$ cat src/rtl/pcie_rx_merger.sv
// Merges FIFOs 4..7 into one registered stream using round-robin arbitration with a
// burst limit and ready/valid backpressure; also keeps a readable pop counter per port.
module pcie_rx_merger #(
  parameter int DATA_BITS = 10,
  parameter int MAX_BURST = 4,
  parameter int CNT_BITS  = 5
) (
  input  logic                 clk,
  input  logic                 reset,
  input  logic                 init,
  input  logic [DATA_BITS-1:0] fifo4_out,
  input  logic [DATA_BITS-1:0] fifo5_out,
  input  logic [DATA_BITS-1:0] fifo6_out,
  input  logic [DATA_BITS-1:0] fifo7_out,
  input  logic                 empty4,
  input  logic                 empty5,
  input  logic                 empty6,
  input  logic                 empty7,
  output logic                 pop4,
  output logic                 pop5,
  output logic                 pop6,
  output logic                 pop7,
  input  logic                 ready_in,
  output logic [DATA_BITS-1:0] data_out,
  output logic                 valid_out,
  output logic [1:0]           src_out,
  input  logic                 req,
  input  logic [1:0]           idx,
  output logic [CNT_BITS-1:0]  counter_out,
  output logic                 counter_valid
);

  localparam logic [0:0] ST_IDLE  = 1'b0;
  localparam logic [0:0] ST_BURST = 1'b1;
  localparam int BW = $clog2(MAX_BURST + 1);
  localparam logic [BW-1:0] BURST_MAX = BW'(MAX_BURST);

  logic [0:0]    state_reg;
  logic [1:0]    ptr_reg;
  logic [1:0]    cur_reg;
  logic [BW-1:0] burst_cnt_reg;

  logic [3:0][DATA_BITS-1:0] heads;
  logic [3:0]                avail;
  logic                      load;
  logic                      pop_en;

  assign heads  = {fifo7_out, fifo6_out, fifo5_out, fifo4_out};
  assign avail  = ~{empty7, empty6, empty5, empty4};
  assign load   = ~valid_out | ready_in;
  assign pop_en = reset & load & ~init;

  // Keep feeding the current port until it empties or reaches the burst limit.
  logic stay;
  assign stay = (state_reg == ST_BURST) && avail[cur_reg] && (burst_cnt_reg < BURST_MAX);

  // Rotating priority scan; the lowest offset from scan_base wins.
  logic [1:0] scan_base;
  logic [1:0] scan_port;
  logic [1:0] cand;
  logic       scan_found;
  always_comb begin
    scan_base  = (state_reg == ST_IDLE) ? ptr_reg : cur_reg + 2'd1;
    scan_port  = scan_base;
    scan_found = 1'b0;
    cand       = scan_base;
    for (int k = 3; k >= 0; k--) begin
      cand = scan_base + 2'(k);
      if (avail[cand]) begin
        scan_found = 1'b1;
        scan_port  = cand;
      end
    end
  end

  logic       grant_any;
  logic [1:0] grant_port;
  logic [3:0] pop_vec;
  assign grant_any  = stay | scan_found;
  assign grant_port = stay ? cur_reg : scan_port;
  assign pop_vec    = (pop_en && grant_any) ? (4'b0001 << grant_port) : 4'b0000;
  assign {pop7, pop6, pop5, pop4} = pop_vec;

  always_ff @(posedge clk or negedge reset) begin
    if (!reset) begin
      state_reg     <= ST_IDLE;
      ptr_reg       <= '0;
      cur_reg       <= '0;
      burst_cnt_reg <= '0;
      valid_out     <= 1'b0;
      data_out      <= '0;
      src_out       <= '0;
    end else if (init) begin
      state_reg     <= ST_IDLE;
      ptr_reg       <= '0;
      cur_reg       <= '0;
      burst_cnt_reg <= '0;
      valid_out     <= 1'b0;
    end else if (load) begin
      valid_out <= grant_any;
      if (grant_any) begin
        data_out <= heads[grant_port];
        src_out  <= grant_port;
      end
      if (stay) begin
        burst_cnt_reg <= burst_cnt_reg + BW'(1);
      end else begin
        if (state_reg == ST_BURST) ptr_reg <= cur_reg + 2'd1;
        if (scan_found) begin
          state_reg     <= ST_BURST;
          cur_reg       <= scan_port;
          burst_cnt_reg <= BW'(1);
        end else begin
          state_reg <= ST_IDLE;
        end
      end
    end
  end

  logic [3:0][CNT_BITS-1:0] cnt_vals;

  genvar gi;
  generate
    for (gi = 0; gi < 4; gi++) begin : g_cnt
      logic [CNT_BITS-1:0] cnt_reg;
      always_ff @(posedge clk or negedge reset) begin
        if (!reset)           cnt_reg <= '0;
        else if (init)        cnt_reg <= '0;
        else if (pop_vec[gi]) cnt_reg <= cnt_reg + CNT_BITS'(1);
      end
      assign cnt_vals[gi] = cnt_reg;
    end
  endgenerate

  // Sampling before the increment lands returns the pre-increment value.
  always_ff @(posedge clk or negedge reset) begin
    if (!reset) begin
      counter_out   <= '0;
      counter_valid <= 1'b0;
    end else if (init) begin
      counter_valid <= 1'b0;
    end else begin
      counter_valid <= req;
      if (req) counter_out <= cnt_vals[idx];
    end
  end

endmodule

$ cat config.mk
export PLATFORM = sky130hd
export DESIGN_NAME = pcie_rx_merger
export DESIGN_NICKNAME = d
export VERILOG_FILES = /design/src/rtl/pcie_rx_merger.sv
export SDC_FILE = /design/constraint.sdc
export NUM_CORES = 1
export LEC_CHECK = 0
export CORE_ASPECT_RATIO = 1.4
export CORE_UTILIZATION = 25
export CTS_BUF_LIST = sky130_fd_sc_hd__clkbuf_8
export DETAILED_ROUTE_END_ITERATION = 10
export PLACE_DENSITY_LB_ADDON = 0.05
export SLEW_MARGIN = 20
export SYNTH_ARGS = -nofsm -noshare
export SYNTH_HDL_FRONTEND = slang
export SYNTH_SLANG_ARGS = --single-unit
$ cat constraint.sdc
create_clock -name clk -period 2.7 [get_ports clk]
set_input_delay 0.27 -clock clk [delete_from_list [all_inputs] [get_ports clk]]
set_output_delay 0.27 -clock clk [all_outputs]
set_load 0.02 [all_outputs]
# == Word level (Yosys, flattened, before mapping) ==
# Cells that the tools add are included.
# op_classes
n_addsub,9
n_lt_le_gt_ge,8
eq_ne,1
n_shift,1
mux,51
n_bitwise,7
n_reduce_logical,15
# op_table
op,count
5-bit two-way mux,9
2-bit two-way mux,13
2-bit by 3-bit less-than comparator with 1-bit output (second input constant),7
5-bit by 1-bit adder with 5-bit output (second input constant),4
10-bit binary-select mux with 2-bit select,1
1-bit two-way mux,16
3-bit two-way mux,4
2-bit nonzero test,6
1-bit binary-select mux with 2-bit select,5
5-bit binary-select mux with 2-bit select,1
10-bit two-way mux,1
2-bit AND reduction,3
3-bit AND reduction,2
2-bit by 1-bit adder with 2-bit output (second input constant),2
2-bit adder (second input constant),2
4-bit two-way mux,1
4-bit NOT,1
1-bit by 2-bit << shifter with 4-bit output (first input constant),1
3-bit by 1-bit adder with 3-bit output (second input constant),1
1-bit logical AND,3
3-bit less-than comparator (second input constant),1
3-bit nonzero test,1
1-bit bitwise AND,2
2-bit != test (second input constant),1
other kinds (2),4
# word_totals
register_bits,47
out_inout_bits,23
word_cells,105

# == Depth between registers and ports, before layout ==
# logic_depth
word_depth,14
depth_mapped,9

# == Least setup slack after synthesis ==
# Ideal clock, no wire load.
# synth_path
kind,register to register
start,register cur_reg[0]
end,register g_cnt[3].cnt_reg[3]
setup_ns,0.078
arrival_time_ns,2.241
required_ns,2.622
path_slack_ns,0.381
stages_incl_launch_ff,9
period_less_slack_ns,2.319
path_cell_list,dfrtp_1 -> buf_6 -> and3b_4 -> a22o_4 -> or3_1 -> o32a_1 -> buf_6 -> or3_1 -> a21oi_1
# synth_between
elab_chain_len,13
# synth_lines
item,line_no,rtl
"start, declared",40,logic [1:0] cur_reg;
"start signal, assigned",111,cur_reg <= scan_port;
2-bit by 1-bit adder with 2-bit output,63,scan_base = (state_reg == ST_IDLE) ? ptr_reg : cur_reg + 2'd1;
2-bit two-way mux,n/a,
2-bit adder,68,cand = scan_base + 2'(k);
1-bit binary-select mux with 2-bit select,69,if (avail[cand]) begin
1-bit two-way mux (not written as such),69,
2-bit two-way mux / 1-bit two-way mux (equally long branches) (4 in a row),69,
2-bit two-way mux / 1-bit bitwise OR (equally long branches),"80, 79",
1-bit by 2-bit << shifter with 4-bit output / 1-bit logical AND (equally long branches),81,assign pop_vec = (pop_en && grant_any) ? (4'b0001 << grant_port) : 4'b0000;
4-bit two-way mux (*),81,
2-bit nonzero test (no line) (*),n/a,
"end signal, assigned",129,else if (pop_vec[gi]) cnt_reg <= cnt_reg + CNT_BITS'(1);
"end, declared",125,logic [CNT_BITS-1:0] cnt_reg;
# Every way passes the cells marked *; elsewhere a longest branch is shown, timed or not. The select of a mux whose other input is x is not followed.
# A chain may end at the register's enable or synchronous reset.

# == Worst setup path after layout ==
# layout_path
start,register cur_reg[0]
end,output pop7
# layout_between
elab_chain_len,12
# layout_lines
item,line_no,rtl
2-bit by 1-bit adder with 2-bit output,63,
2-bit two-way mux,n/a,
2-bit adder,68,
1-bit binary-select mux with 2-bit select,69,
1-bit two-way mux (not written as such),69,
2-bit two-way mux / 1-bit two-way mux (equally long branches) (4 in a row),69,
2-bit two-way mux / 1-bit bitwise OR (equally long branches),"80, 79",
1-bit by 2-bit << shifter with 4-bit output / 1-bit logical AND (equally long branches),81,
4-bit two-way mux (*),81,
"end, declared",22,"output logic pop7,"
# Marked as above.

==> results.md <==
| Step | Result | Value |
| --- | --- | --- |
| cells and area | Post-synthesis to final-layout area growth | 44.0% |
| status | Status | finished clean |
| routing | Post-route antenna net violation count | 0 |
| placed design | Gp weighted congestion | 0.784 |
| yosys | Count of flip-flops with a built-in enable after synthesis | 0 |
| floorplanning | DIE AREA | 11400 um2 |
| power | Switching Share | 33.6% |
| yosys | Top area cells in the synthesized netlist | sky130_fd_sc_hd__dfrtp_1 43%, sky130_fd_sc_hd__a21oi_1 8.0%, sky130_fd_sc_hd__mux2_2 6.2%, sky130_fd_sc_hd__mux4_2 4.1%, sky130_fd_sc_hd__mux2i_1 3.3% |
| routing | Number of search-and-repair iterations in the first detailed-routing pass | 4 |
| sta | Post-layout minimum cycle time | 2.50 ns |
| clock tree | Total CTS buffers | 5 |
| yosys | Synth Register Bits | 47 |
| sta | Hold Vio Cnt, Final | 0 |
| yosys | Most frequently used flop master after synthesis | sky130_fd_sc_hd__dfrtp_1 |
| sta | Setup_tns | 0 ns |
| sta | Measured slew at the worst slew-check pin | 0.635 ns |
| routing | 1st-iter DRT viols | 47 |
| grt | Global route total overflow | 0 |
| placed design | Count of buffers from port buffering | 73 |
| clock tree | Sink Count | 47 |
| yosys | Synth Cell Area | 2750 um2 |
| power | Part of the power in the clock network | 21.0% |
| floorplanning | Die span in x | 90.6 um |
| job | Number of max-capacitance violations reported | 0 |
| floorplanning | Effective utilization at floorplan | 26.1% |
| routing | Post-DR vias/cell | 4.80 |
| yosys | Count of cell types in the netlist | 45 |
| worst setup path | Top fanout value on the critical path | 6 |
| power | Cell Pwr Density | 518 nW/um2 |
| cells and area | Ant diodes | 0 |
| routing | Total Routed Length | 8.08 mm |
| hold path | Class of the most critical hold timing path | input pin to async pin |
| worst setup path | Type of the worst setup path | flip-flop to output pin |
| worst setup path | CP Capture Type | output pin |
| sta | Worst slew margin | 57.6% |
| grt | Number of antenna violations at the first check in global routing | 0 |
| worst setup path | Crit path arrival time | 2.23 ns |
| yosys | Number of standard cells after synthesis | 286 |
| clock tree | H-tree Lvls | 2 |
| floorplanning | Total I/O pin count | 74 |
| cells and area | Max reg flops | 20 |
| sta | Count of pins over their slew limit | 0 |
| yosys | Sequential element share of the synthesized area | 42.8% |
| sta | Peak clock frequency supported by timing | 399 MHz |
| sta | Total setup violations reported at the end of the flow | 0 |
| worst setup path | Element type at the critical path start | flip-flop |
| power | Proportion of power drawn by combinational gates | 38.3% |
| sta | Ratio of final minimum period to clock period | 92.8% |
| cells and area | Post-layout instance area | 3950 um2 |
| yosys | Cell accounting for the most synthesized area | sky130_fd_sc_hd__dfrtp_1 |
| power | Register share of total power | 40.7% |
| yosys | Commonest cells in the synthesized netlist | 47 x sky130_fd_sc_hd__dfrtp_1, 44 x sky130_fd_sc_hd__a21oi_1, 23 x sky130_fd_sc_hd__nor2_1 |
| yosys | Number of nets produced by synthesis | 342 |
| power | Peak supply drop | 0.000211 V |
| cells and area | Number of nets at the end of the flow | 443 |
| yosys | Share of synthesized registers carrying an async set or reset | 100% |
| sta | Worst clock skew | 0.00752 ns |
| grt | Vias in the first global route | 2697 |
| placed design | Detailed-placement wirelength estimate | 6.08 mm |
| grt | Pin count of the biggest net entering global routing | 48 |
| sta | Fin Hold WS | 0.136 ns |
| clock tree | Hold-fix buffers at CTS | 0 |
| clock tree | Clock latency of the later-clocked register in the worst-skew pair | 0.31 ns |
| worst setup path | Data required, critical path | 2.43 ns |
| clock tree | CTS tree | done |
| floorplanning | Area inside the core boundary | 10500 um2 |
| yosys | Average cell area after synthesis | 9.60 um2 |
| power | Static Leak | 1.69 nW |
| routing | Total via count after detailed routing | 2522 |
| clock tree | Clock-pin slew on the worst setup and hold paths | 0.09 ns |
| grt | Total routing usage reported by global routing | 15.2% |
| routing | Average wire per cell in the routed design | 15.4 um |
| power | Cell internal power dissipation | 0.00136 W |
| yosys | Synth Warn # | 0 |
| floorplanning | Number of cell rows | 44 |
| placed design | Cell area after placement | 3850 um2 |
| routing | DR DRC count | 0 |
| floorplanning | Die extent in y | 126 um |
| sta | RSZ-0062 raised after global routing | no |
| power | Total net switching power | 0.000688 W |
| clock tree | CTS root buffer | sky130_fd_sc_hd__clkbuf_8 |
| worst setup path | R2R depth | 7 |
| yosys | Most repeated cell in the gate-level netlist after synthesis | sky130_fd_sc_hd__dfrtp_1 |
| grt | Global-route wire length before repair | 13.6 mm |
| clock tree | Number of buffers on the longest clock path | 2 |
| cells and area | Share of final-layout standard cells stronger than drive strength 1 | 21.2% |
| yosys | Top cell type's share of synthesized area | 42.8% |
[cell usage in the layout, fill, tap and decap left out, types with 10 or more instances in the layout]
master | netlist | routed
sky130_fd_sc_hd__nand2_1 | 18 | 18
sky130_fd_sc_hd__nor2_1 | 23 | 22
sky130_fd_sc_hd__clkdlybuf4s50_1 | 0 | 67
sky130_fd_sc_hd__o21ai_0 | 15 | 15
sky130_fd_sc_hd__mux2_2 | 15 | 15
sky130_fd_sc_hd__or3_1 | 13 | 12
sky130_fd_sc_hd__dfrtp_1 | 47 | 44
sky130_fd_sc_hd__nand3_1 | 13 | 13
sky130_fd_sc_hd__a21oi_1 | 44 | 44
sky130_fd_sc_hd__o22ai_1 | 10 | 10
sky130_fd_sc_hd__buf_4 | 0 | 35
[repair_timing]
| item | 4_1_cts | 5_1_grt |
|---|---|---|
| pin swaps | 1 | 3 |
| hold endpoints to repair | 0 | 0 |
| gates resized for setup | 11 | 11 |
| setup endpoints to repair | 4 | 4 |
| buffers inserted | 0 | 2 |
[layout make-up]
| class | count | area [um2] |
|---|---|---|
| fill | 1093 | 6560 |
| tap | 138 | 173 |
| sequential | 47 | 1180 |
| timing repair buffer | 110 | 1010 |
| inverter | 9 | 33.8 |
| multi-input combinational | 214 | 1470 |
| clock buffer | 5 | 68.8 |
| clock inverter | 2 | 13.8 |
[logic make-up (layout without fill, tap and decap cells)]
family | after synthesis | in the layout | synth area share (%)
AND/OR/NAND/NOR | 90 | 90 | 16.7
AO/OA/AOI/OAI | 84 | 84 | 18.4
flip-flops | 47 | 47 | 42.8
multiplexers | 29 | 29 | 13.5
buffers and inverters | 25 | 126 | 4.28
adder cells (fa/ha/maj) | 6 | 6 | 2.64
XOR/XNOR | 5 | 5 | 1.60
[metrics by stage]
| step | total power, W | util (%) | std cells | worst slack (ns) |
|---|---|---|---|---|
| 2_1_floorplan | 0.00124 | - | 286 | 0.381 |
| 3_3_place_gp | 0.00164 | 36.6 | 516 | -0.238 |
| 3_5_place_dp | 0.00164 | 36.6 | 516 | -0.236 |
| 4_1_cts | 0.00209 | 37.5 | 523 | 0.00251 |
| 5_1_grt | 0.00218 | 37.6 | 525 | 0.0161 |
| 6_report | 0.00205 | 37.6 | 525 | 0.195 |
[path summary, 6_finish.rpt]
kind                       slack [ns]                              end                  startpoint
max                              0.20                             pop7      cur_reg[0]$_DFFE_PN0P_
min                              0.14  g_cnt[3].cnt_reg[2]$_DFFE_PN0P_                       reset
max reg2reg                      0.25  g_cnt[3].cnt_reg[4]$_DFFE_PN0P_      cur_reg[0]$_DFFE_PN0P_
min reg2reg                      0.51       counter_out[1]$_DFFE_PN0P_  counter_out[1]$_DFFE_PN0P_
max in group asynchronous        2.08            state_reg$_DFFE_PN0P_                       reset
min in group clk                 0.50          data_out[5]$_DFFE_PN0P_                fifo5_out[5]
[power groups by stage]
stage	clock [W]	combinational [W]	sequential (W)
floorplan	0	0.000323	0.000913
global placement	0	0.000792	0.000847
detailed placement	0	0.000790	0.000846
CTS	0.000459	0.000791	0.000835
global route	0.000476	0.000857	0.000845
finish	0.000430	0.000786	0.000833
[worst max-delay path: stages (launching register included)]
cell                      delay [ns]
sky130_fd_sc_hd__dfrtp_2        0.47
sky130_fd_sc_hd__and3b_4        0.21
sky130_fd_sc_hd__a22o_4         0.25
sky130_fd_sc_hd__or3_4          0.39
sky130_fd_sc_hd__o32a_1         0.38
sky130_fd_sc_hd__inv_1          0.06
sky130_fd_sc_hd__buf_2          0.15
[layer usage]
layer | vias to the layer above | GRT usage (%) | wire length [um]
met5 | - | 0 | 0
met4 | 0 | 4.46 | 131
met3 | 8 | 2.96 | 283
met2 | 42 | 28.2 | 4260
met1 | 1231 | 17.4 | 3410
li1 | 1241 | - | -
Power figures use the tool's default switching activity.
